--- config.mk ---
export PLATFORM = sky130hd
export DESIGN_NAME = tdf_stream_fanout2
export DESIGN_NICKNAME = d
export VERILOG_FILES = /design/src/rtl/tdf_stream_pkg.sv /design/src/rtl/tdf_stream_fifo.sv /design/src/rtl/tdf_stream_fanout2.sv
export SDC_FILE = /design/constraint.sdc
export NUM_CORES = 1
export LEC_CHECK = 0
export BUFFER_PORTS_ARGS = -buffer_cell sky130_fd_sc_hd__buf_2
export CAP_MARGIN = 40
export CELL_PAD_IN_SITES_DETAIL_PLACEMENT = 0
export CELL_PAD_IN_SITES_GLOBAL_PLACEMENT = 2
export CORE_MARGIN = 2
export CORE_UTILIZATION = 40
export DETAILED_ROUTE_END_ITERATION = 12
export GPL_TIMING_DRIVEN = 0
export HOLD_SLACK_MARGIN = 0.08
export PLACE_DENSITY = 0.83
export SLEW_MARGIN = 20
export SYNTH_ARGS = -nofsm -noshare
export SYNTH_HDL_FRONTEND = slang
export SYNTH_SLANG_ARGS = --single-unit
--- constraint.sdc ---
create_clock -name clock -period 2.6 [get_ports clock]
set_clock_uncertainty 0.05 [all_clocks]
set_input_delay 0.52 -clock clock [delete_from_list [all_inputs] [get_ports clock]]
set_output_delay 0.52 -clock clock [all_outputs]
set_load 0.05 [all_outputs]
--- src/rtl/tdf_stream_pkg.sv ---
// Shared types and constants for the TDF stream fanout.
// Holds the fanout state encoding, the default token width and the token layout.
// No logic lives here.
package tdf_stream_pkg;

  localparam int TDF_DEFAULT_WIDTH = 16;

  typedef enum logic [1:0] {
    ST_RUN   = 2'd0,
    ST_DRAIN = 2'd1,
    ST_DONE  = 2'd2
  } fanout_state_e;

  // Token as stored in a branch FIFO: EOS flag above the data bits.
  typedef struct packed {
    logic                         eos;
    logic [TDF_DEFAULT_WIDTH-1:0] data;
  } token_t;

endpackage

--- src/rtl/tdf_stream_fifo.sv ---
// Small synchronous FIFO holding DEPTH entries of WIDTH bits; head driven from storage.
// Latency: a pushed entry is visible at the head one cycle after the push edge.
// Backpressure: push ignored when full, pop ignored when empty; full/empty are registered.
module tdf_stream_fifo #(
  parameter int WIDTH = 17,
  parameter int DEPTH = 2
) (
  input  logic             clock,
  input  logic             reset,
  input  logic             push,
  input  logic [WIDTH-1:0] push_dat,
  input  logic             pop,
  output logic             full,
  output logic             empty,
  output logic [WIDTH-1:0] head_dat
);

  localparam int PW = $clog2(DEPTH);
  localparam int CW = PW + 1;
  localparam logic [CW-1:0] FULL_CNT = CW'(DEPTH);

  logic [WIDTH-1:0] mem_q [DEPTH];
  logic [WIDTH-1:0] mem_d [DEPTH];
  logic [PW-1:0]    wr_ptr_q, wr_ptr_d;
  logic [PW-1:0]    rd_ptr_q, rd_ptr_d;
  logic [CW-1:0]    count_q,  count_d;
  logic             push_ok;
  logic             pop_ok;

  // Status flags and head are pure functions of registered state.
  always_comb begin
    full     = (count_q == FULL_CNT);
    empty    = (count_q == '0);
    head_dat = mem_q[rd_ptr_q];
  end

  // Next-state: write at wr_ptr, advance pointers (power-of-2 wrap), track occupancy.
  always_comb begin
    push_ok  = push & ~full;
    pop_ok   = pop & ~empty;
    mem_d    = mem_q;
    wr_ptr_d = wr_ptr_q;
    rd_ptr_d = rd_ptr_q;
    count_d  = count_q;
    if (push_ok) begin
      mem_d[wr_ptr_q] = push_dat;
      wr_ptr_d        = wr_ptr_q + PW'(1);
    end
    if (pop_ok) begin
      rd_ptr_d = rd_ptr_q + PW'(1);
    end
    case ({push_ok, pop_ok})
      2'b10:   count_d = count_q + CW'(1);
      2'b01:   count_d = count_q - CW'(1);
      default: count_d = count_q;
    endcase
  end

  // Storage and pointer registers; storage cleared so outputs read zero out of reset.
  always_ff @(posedge clock or negedge reset) begin
    if (!reset) begin
      for (int i = 0; i < DEPTH; i++) begin
        mem_q[i] <= '0;
      end
      wr_ptr_q <= '0;
      rd_ptr_q <= '0;
      count_q  <= '0;
    end else begin
      mem_q    <= mem_d;
      wr_ptr_q <= wr_ptr_d;
      rd_ptr_q <= rd_ptr_d;
      count_q  <= count_d;
    end
  end

endmodule

--- src/rtl/tdf_stream_fanout2.sv ---
// Replicates one _d/_e/_v/_b token stream onto two independently back-pressured branches.
// Latency: 1 cycle from accept to ox_v, 1 token/cycle sustained, no bypass path.
// Backpressure: in_b from registered state only (reset, non-RUN state, either branch full).
module tdf_stream_fanout2
  import tdf_stream_pkg::*;
#(
  parameter int WIDTH = TDF_DEFAULT_WIDTH,
  parameter int DEPTH = 2
) (
  input  logic             clock,
  input  logic             reset,
  input  logic [WIDTH-1:0] in_d,
  input  logic             in_e,
  input  logic             in_v,
  output logic             in_b,
  output logic [WIDTH-1:0] o0_d,
  output logic             o0_e,
  output logic             o0_v,
  input  logic             o0_b,
  output logic [WIDTH-1:0] o1_d,
  output logic             o1_e,
  output logic             o1_v,
  input  logic             o1_b
);

  localparam int TW = WIDTH + 1;

  fanout_state_e state_q, state_d;

  logic          accept;
  logic          full0, full1;
  logic          empty0, empty1;
  logic          pop0, pop1;
  logic [TW-1:0] head0, head1;
  logic [TW-1:0] in_tok;

  // Both branches see the same pushed token, EOS flag above the data.
  tdf_stream_fifo #(.WIDTH(TW), .DEPTH(DEPTH)) u_fifo0 (
    .clock    (clock),
    .reset    (reset),
    .push     (accept),
    .push_dat (in_tok),
    .pop      (pop0),
    .full     (full0),
    .empty    (empty0),
    .head_dat (head0)
  );

  tdf_stream_fifo #(.WIDTH(TW), .DEPTH(DEPTH)) u_fifo1 (
    .clock    (clock),
    .reset    (reset),
    .push     (accept),
    .push_dat (in_tok),
    .pop      (pop1),
    .full     (full1),
    .empty    (empty1),
    .head_dat (head1)
  );

  // State register.
  always_ff @(posedge clock or negedge reset) begin
    if (!reset) begin
      state_q <= ST_RUN;
    end else begin
      state_q <= state_d;
    end
  end

  // Next state: an accepted EOS closes the input; once both branches drain, terminate.
  always_comb begin
    state_d = state_q;
    case (state_q)
      ST_RUN:   if (accept && in_e)    state_d = ST_DRAIN;
      ST_DRAIN: if (empty0 && empty1)  state_d = ST_DONE;
      ST_DONE:                         state_d = ST_DONE;
      default:                         state_d = ST_RUN;
    endcase
  end

  // Outputs: stall upstream from registered status only (plus reset), present FIFO heads.
  always_comb begin
    in_b   = ~reset | (state_q != ST_RUN) | full0 | full1;
    accept = in_v & ~in_b;
    in_tok = {in_e, in_d};
    o0_v   = ~empty0 & (state_q != ST_DONE);
    o1_v   = ~empty1 & (state_q != ST_DONE);
    o0_d   = head0[WIDTH-1:0];
    o0_e   = head0[WIDTH];
    o1_d   = head1[WIDTH-1:0];
    o1_e   = head1[WIDTH];
    pop0   = o0_v & ~o0_b;
    pop1   = o1_v & ~o1_b;
  end

endmodule

==> results of run 1 <==
-- per-stage QoR --
| stage | instances | hold WS, ns |
|---|---|---|
| CTS | 414 | 0.0863 |
| detailed placement | 400 | 0.437 |
| global placement | 399 | 0.431 |
| floorplan | 233 | 0.174 |
| global route | 414 | 0.0953 |
| finish | 414 | 0.0786 |
-- Yosys cell counts, types with 3 or more instances --
cell,n,share of area
buf_6,3,0.0093
dfrtp_1,78,0.54
ha_1,6,0.021
inv_1,4,0.0041
mux2_2,83,0.26
mux2_4,21,0.087
nor2_1,6,0.0062
xnor2_1,6,0.014
xor2_1,4,0.0096
-- worst min path at each step --
stage                                        from                             to  slack (ns)  cells past startpoint
global placement    u_fifo1.mem_q[13]$_DFFE_PN0P_  u_fifo1.mem_q[13]$_DFFE_PN0P_        0.43                      1
finish                                      reset  u_fifo0.mem_q[28]$_DFFE_PN0P_        0.08                      1
CTS                                         reset  u_fifo0.mem_q[11]$_DFFE_PN0P_        0.09                      1
detailed placement  u_fifo0.mem_q[14]$_DFFE_PN0P_  u_fifo0.mem_q[14]$_DFFE_PN0P_        0.44                      1
floorplan                                   reset         state_q[0]$_DFFE_PN0P_        0.17                      0
global route                                reset  u_fifo0.mem_q[11]$_DFFE_PN0P_         0.1                      1
-- flip-flops by register name (all words and copies together) (netlist names) --
name and count:
u_fifo1.mem_q 34, u_fifo1.count_q 2, u_fifo0.rd_ptr_q 1, u_fifo0.wr_ptr_q 1, u_fifo0.mem_q 34, u_fifo0.count_q 2
state_q 2, u_fifo1.wr_ptr_q 1, u_fifo1.rd_ptr_q 1
-- metal layers --
layer,vias up,track usage,share of wire
met5,-,0,0
met4,0,0.0411,0.0090
li1,956,-,-
met1,1026,0.207,0.46
met2,48,0.235,0.48
met3,6,0.0499,0.051
-- layout make-up --
cell class	instances	area, um2
sequential	78	1950
clock inverter	6	134
buffer	7	83.8
clock buffer	10	128
timing repair buffer	59	313
inverter	5	23.8
tap	108	135
fill	793	4420
multi-input combinational	141	1570
-- worst max-delay path, cell delays in order (launching register included) --
cell and delay [ns]:
dfrtp_2 0.53, buf_2 0.35, mux2_2 0.39, buf_2 0.21
-- repair_timing --
item	CTS	global route
gates resized for setup	2	1
setup buffers	0	0
endpoints found under the hold margin	0	0
endpoints found under the setup margin	18	9
-- logic make-up after synthesis --
| group | Yosys count | synth area share |
|---|---|---|
| AO/OA/AOI/OAI | 2 | 0.00516 |
| XOR/XNOR | 10 | 0.0241 |
| adder cells (fa/ha/maj) | 6 | 0.0207 |
| buffers and inverters | 14 | 0.0313 |
| flip-flops | 78 | 0.537 |
| multiplexers | 104 | 0.344 |
| AND/OR/NAND/NOR | 19 | 0.0379 |
==> impl_metrics.env, run 1 <==
export IMPL_status="finished, final reports clean"
export IMPL_place_area_mm2=0.00408
export IMPL_avgSynthCellArea_um2=15.6
export IMPL_end_kind="output pin"
export IMPL_synth_area_mm2=0.00363
export IMPL_grt_pass1_wl_um=11600
export IMPL_start_kind="flip-flop"
export IMPL_startpoint="u_fifo0.rd_ptr_q$_DFFE_PN0P_"
export IMPL_drt_iter0_markers=40
export IMPL_die_area_mm2=0.00987
export IMPL_numCtsBuffers=9
export IMPL_ys_warn_count=0
export IMPL_seq_area_frac_synth=0.537
export IMPL_first_pass_iters=4
export IMPL_core_mm2=0.00876
export IMPL_dp_slack_ns=-0.0351
export IMPL_cts_root_buf="clkbuf_8"
export IMPL_route_detailed_drc=0
export IMPL_r2r_slack_ns=0.46
export IMPL_syn_nets=261
export IMPL_max_freq_ghz=0.417
export IMPL_ys_ff_latch=78
export IMPL_layout_commonest_cell="mux2_2"
export IMPL_cts_clk_slew_worst_paths_ns=0.08
export IMPL_io_pins=59
export IMPL_max_cap_violations=0
export IMPL_viasPerCell=4.92
export IMPL_synthArstFlopShare=1.00
export IMPL_fin_crit_sh=0.923
export IMPL_required_ns=2.03
export IMPL_r2r_start="state_q[0]$_DFFE_PN0P_"
export IMPL_grt_setup_unrepaired="false"
export IMPL_ant_nets=0
export IMPL_syn2layout_area_growth_pct=19.4
export IMPL_ys_types=24
export IMPL_rows=34
export IMPL_ys_dominant_reg_cell="dfrtp_1"
export IMPL_num_vias=2036
export IMPL_hpwl_um=4730
export IMPL_synthesis_instances=233
export IMPL_crit_path_max_fanout=10
export IMPL_worst_ep_arrival_time_ns=1.83
export IMPL_initial_core_util=0.415
export IMPL_max_slew_margin=0.673
export IMPL_final_area_mm2=0.00434
export IMPL_io_buffer_count=58
export IMPL_slew_violations=0
export IMPL_utilization=0.495
export IMPL_cts_tree="yes"
export IMPL_antenna_cells=0
export IMPL_grt_max_degree=44
export IMPL_critPathKind="flip-flop to output pin"
export IMPL_wl_um=7040
export IMPL_synth_edf_count=0
export IMPL_die_h_um=99.3
export IMPL_die_w_um=99.3
export IMPL_drive_gt1_frac=0.627
export IMPL_clk_path_buf_depth=2
export IMPL_r2r_cells=9
export IMPL_setup_violations=0
export IMPL_min_path_type="input pin to async pin"
export IMPL_min_period_ns=2.40
export IMPL_hold_viol_final=0
export IMPL_grt_use_total=0.152
export IMPL_htree_levels=3
export IMPL_fin_ws_ns=0.200
export IMPL_cts_hold_buf=0
export IMPL_grt_overflow=0
export IMPL_wl_per_cell_um=17.0
export IMPL_clk_latency_ns=0.34
export IMPL_clock_sinks=78
export IMPL_first_global_vias=2138
export IMPL_layout_common_cells="83 x mux2_2, 76 x dfrtp_1, 59 x buf_2, 21 x mux2_4, 9 x clkbuf_8"
export IMPL_fin_setup_tns_ns=0
export IMPL_crit_path_end="o0_d[1]"
export IMPL_r2r_end="u_fifo0.mem_q[19]$_DFFE_PN0P_"
export IMPL_gp_congestion=0.685
export IMPL_tightest_slew_ns=0.491
export IMPL_antenna_found_initial=0
export IMPL_fin_nets=329
Power of run 1 is not shown: default switching activity piles up to over one toggle a cycle in this logic, so the estimate is an artifact.
==> inputs of run 2 (changes only) <==
--- a/config.mk
+++ b/config.mk
@@ -5,16 +5,16 @@
 export SDC_FILE = /design/constraint.sdc
 export NUM_CORES = 1
 export LEC_CHECK = 0
+export ABC_AREA = 1
 export BUFFER_PORTS_ARGS = -buffer_cell sky130_fd_sc_hd__buf_2
 export CAP_MARGIN = 40
 export CELL_PAD_IN_SITES_DETAIL_PLACEMENT = 0
 export CELL_PAD_IN_SITES_GLOBAL_PLACEMENT = 2
-export CORE_MARGIN = 2
-export CORE_UTILIZATION = 40
+export CORE_UTILIZATION = 35
 export DETAILED_ROUTE_END_ITERATION = 12
 export GPL_TIMING_DRIVEN = 0
 export HOLD_SLACK_MARGIN = 0.08
-export PLACE_DENSITY = 0.83
+export PLACE_DENSITY = 0.84
 export SLEW_MARGIN = 20
 export SYNTH_ARGS = -nofsm -noshare
 export SYNTH_HDL_FRONTEND = slang
==> run 2 against run 1 <==
- synthesized cell count grew 76%
- final cell count rose by 50%
- cell area grew 4.0%
- critical path type unchanged
- synthesized area up 3.4%
- clock-buffer cell count increased by 1
- first-iteration DRC count rose to 3.5 times the previous value
- critical endpoint is now o0_d[15]
==> impl_metrics.env, run 2 <==
export IMPL_cts_root_buf="clkbuf_8"
export IMPL_crit_path_max_fanout=10
export IMPL_top_regs="u_fifo0.mem_q x34, u_fifo1.mem_q x34"
export IMPL_max_cap_violations=0
export IMPL_io_pins=59
export IMPL_ys_dominant_reg_cell="dfrtp_1"
export IMPL_grt_overflow=0
export IMPL_synth_edf_count=0
export IMPL_fin_setup_tns_ns=0
export IMPL_htree_levels=3
export IMPL_die_area_mm2=0.0112
export IMPL_p_int_mw=3.30
export IMPL_ys_types=27
export IMPL_layout_commonest_cell="nand2_1"
export IMPL_grt_pass1_wl_um=15000
export IMPL_clkPwrFrac=0.147
export IMPL_grt_setup_unrepaired="false"
export IMPL_rows=37
export IMPL_die_h_um=106
export IMPL_cts_tree="yes"
export IMPL_utilization=0.435
export IMPL_max_freq_ghz=0.422
export IMPL_synthesis_instances=411
export IMPL_initial_core_util=0.362
export IMPL_syn2layout_area_growth_pct=20.1
export IMPL_power_switching_mw=3.27
export IMPL_route_detailed_drc=0
export IMPL_place_area_mm2=0.00424
export IMPL_num_vias=2882
export IMPL_p_per_area_mw_per_mm2=1460
export IMPL_final_area_mm2=0.00451
export IMPL_first_global_vias=2805
export IMPL_gp_congestion=0.734
export IMPL_clk_path_buf_depth=2
export IMPL_grt_max_degree=41
export IMPL_synth_common_cells="184 x nand2_1, 78 x dfrtp_1, 49 x o21ai_2"
export IMPL_synth_top_area_frac=0.519
export IMPL_grt_use_total=0.177
export IMPL_io_buffer_count=57
export IMPL_synth_area_mm2=0.00376
export IMPL_hpwl_um=6290
export IMPL_fin_ws_ns=0.233
export IMPL_ys_warn_count=0
export IMPL_ys_ff_latch=78
export IMPL_cts_setup_buffers=0
export IMPL_setup_violations=0
export IMPL_slew_violations=0
export IMPL_drive_gt1_frac=0.315
export IMPL_min_period_ns=2.37
export IMPL_antenna_found_initial=0
export IMPL_die_w_um=106
export IMPL_clk_latency_ns=0.35
export IMPL_ir_drop_v=0.000671
export IMPL_ant_nets=0
export IMPL_place_inst=605
export IMPL_wl_per_cell_um=14.5
export IMPL_seq_area_frac_synth=0.519
export IMPL_hold_viol_final=0
export IMPL_end_kind="output pin"
export IMPL_cts_clk_slew_worst_paths_ns=0.08
export IMPL_wl_um=9040
export IMPL_power_total_mw=6.58
export IMPL_whs_ns=0.153
export IMPL_synth_largest_area_cell="dfrtp_1"
export IMPL_avgSynthCellArea_um2=9.14
export IMPL_core_mm2=0.0104
export IMPL_layout_common_cells="184 x nand2_1, 78 x dfrtp_1, 58 x buf_2, 49 x o21ai_2, 25 x inv_1"
export IMPL_p_comb_frac=0.537
export IMPL_synth_area_top_cells="dfrtp_1 52%, nand2_1 18%, o21ai_2 11%, buf_6 3.6%, o21ai_1 2.5%"
export IMPL_first_pass_iters=5
export IMPL_pwr_share_seq=0.316
export IMPL_fin_crit_sh=0.911
export IMPL_fin_cells=622
export IMPL_p_leak_nw=2.41
export IMPL_dp_slack_ns=-0.231
export IMPL_max_slew_margin=0.659
export IMPL_switching_share=0.497
export IMPL_clock_sinks=78
export IMPL_status="finished, final reports clean"
export IMPL_drt_iter0_markers=138
export IMPL_fin_nets=510
export IMPL_antenna_cells=0
export IMPL_synthArstFlopShare=1.00
export IMPL_start_kind="flip-flop"
export IMPL_viasPerCell=4.63
export IMPL_worst_ep_arrival_time_ns=1.80
export IMPL_min_path_type="input pin to async pin"
export IMPL_required_ns=2.03
export IMPL_yosysMostFrequentCell="nand2_1"
export IMPL_syn_nets=439
export IMPL_numCtsBuffers=9
export IMPL_tightest_slew_ns=0.512
export IMPL_critPathKind="flip-flop to output pin"
==> run 2: cell types whose count changed in the layout (fill, tap and decap cells not counted), moves of 3 or more <==
| cell | before | now |
|---|---|---|
| nand2_1 | 1 | 184 |
| nand2_2 | 0 | 4 |
| inv_1 | 4 | 25 |
| mux2_4 | 21 | 0 |
| nor2_1 | 6 | 3 |
| mux2_2 | 83 | 0 |
| buf_6 | 3 | 13 |
| xnor2_1 | 6 | 3 |
| o21ai_1 | 0 | 19 |
| o21ai_2 | 0 | 49 |
| clkinvlp_4 | 0 | 3 |
==> run 2: timing repair <==
action	CTS	global route
endpoints found under the hold margin	41	0
gates resized for setup	1	3
hold buffers	4	0
pin swaps	0	0
cloned	0	0
endpoints found under the setup margin	14	24
==> run 2: critical path, cell delays in order (launching register included) <==
cell	delay (ns)
dfrtp_1	0.32
buf_2	0.23
buf_1	0.44
nand2_1	0.10
nand2_1	0.10
buf_2	0.26
==> run 2: cells by family (layout without fill, tap and decap cells) <==
family,after synthesis,count (layout),share of synthesized area
AND/OR/NAND/NOR,200,200,0.221
flip-flops,78,78,0.519
AO/OA/AOI/OAI,73,73,0.147
buffers and inverters,48,123,0.0779
adder cells (fa/ha/maj),6,6,0.0200
XOR/XNOR,6,6,0.0140
==> run 2: power groups by stage <==
stage	registers (mW)	logic (mW)	clock network, mW
4_1_cts	2.08	3.57	1.00
3_5_place_dp	2.10	3.56	0
6_report	2.08	3.53	0.968
3_3_place_gp	2.08	3.52	0
2_1_floorplan	2.03	2.82	0
5_1_grt	2.16	3.86	1.04
==> run 2: final cells by class <==
cell class	count	area, um2
Fill cell	1058	5860
Sequential cell	78	1950
Multi-Input combinational cell	285	1510
Timing Repair Buffer	62	382
Buffer	18	181
Tap cell	136	170
Clock buffer	11	131
Inverter	28	113
Clock inverter	4	72.6
==> run 2: layer usage <==
layer / track usage / routed length [um] / vias up
met1: 0.245 / 4370 / 1383
li1: - / - / 1438
met3: 0.0396 / 341 / 6
met2: 0.281 / 4260 / 55
met4: 0.0476 / 74 / 0
met5: 0 / 0 / -
==> run 2: final timing paths <==
path                                                from                        endpoint  slack (ns)  depth (start not counted)
min                                                reset   u_fifo0.mem_q[20]$_DFFE_PN0P_        0.15                          3
max reg2reg                       state_q[0]$_DFFE_PN0P_  u_fifo0.count_q[1]$_DFFE_PN0P_        0.45                         11
max                         u_fifo0.rd_ptr_q$_DFFE_PN0P_                        o0_d[15]        0.23                          5
min reg2reg                u_fifo0.mem_q[30]$_DFFE_PN0P_   u_fifo0.mem_q[30]$_DFFE_PN0P_        0.43                          2
max in group asynchronous                          reset   u_fifo0.mem_q[33]$_DFFE_PN0P_        1.78                          3
min in group clock                                  o1_b    u_fifo1.rd_ptr_q$_DFFE_PN0P_        0.43                          3
Note: power is estimated with default switching activity, not from simulation.
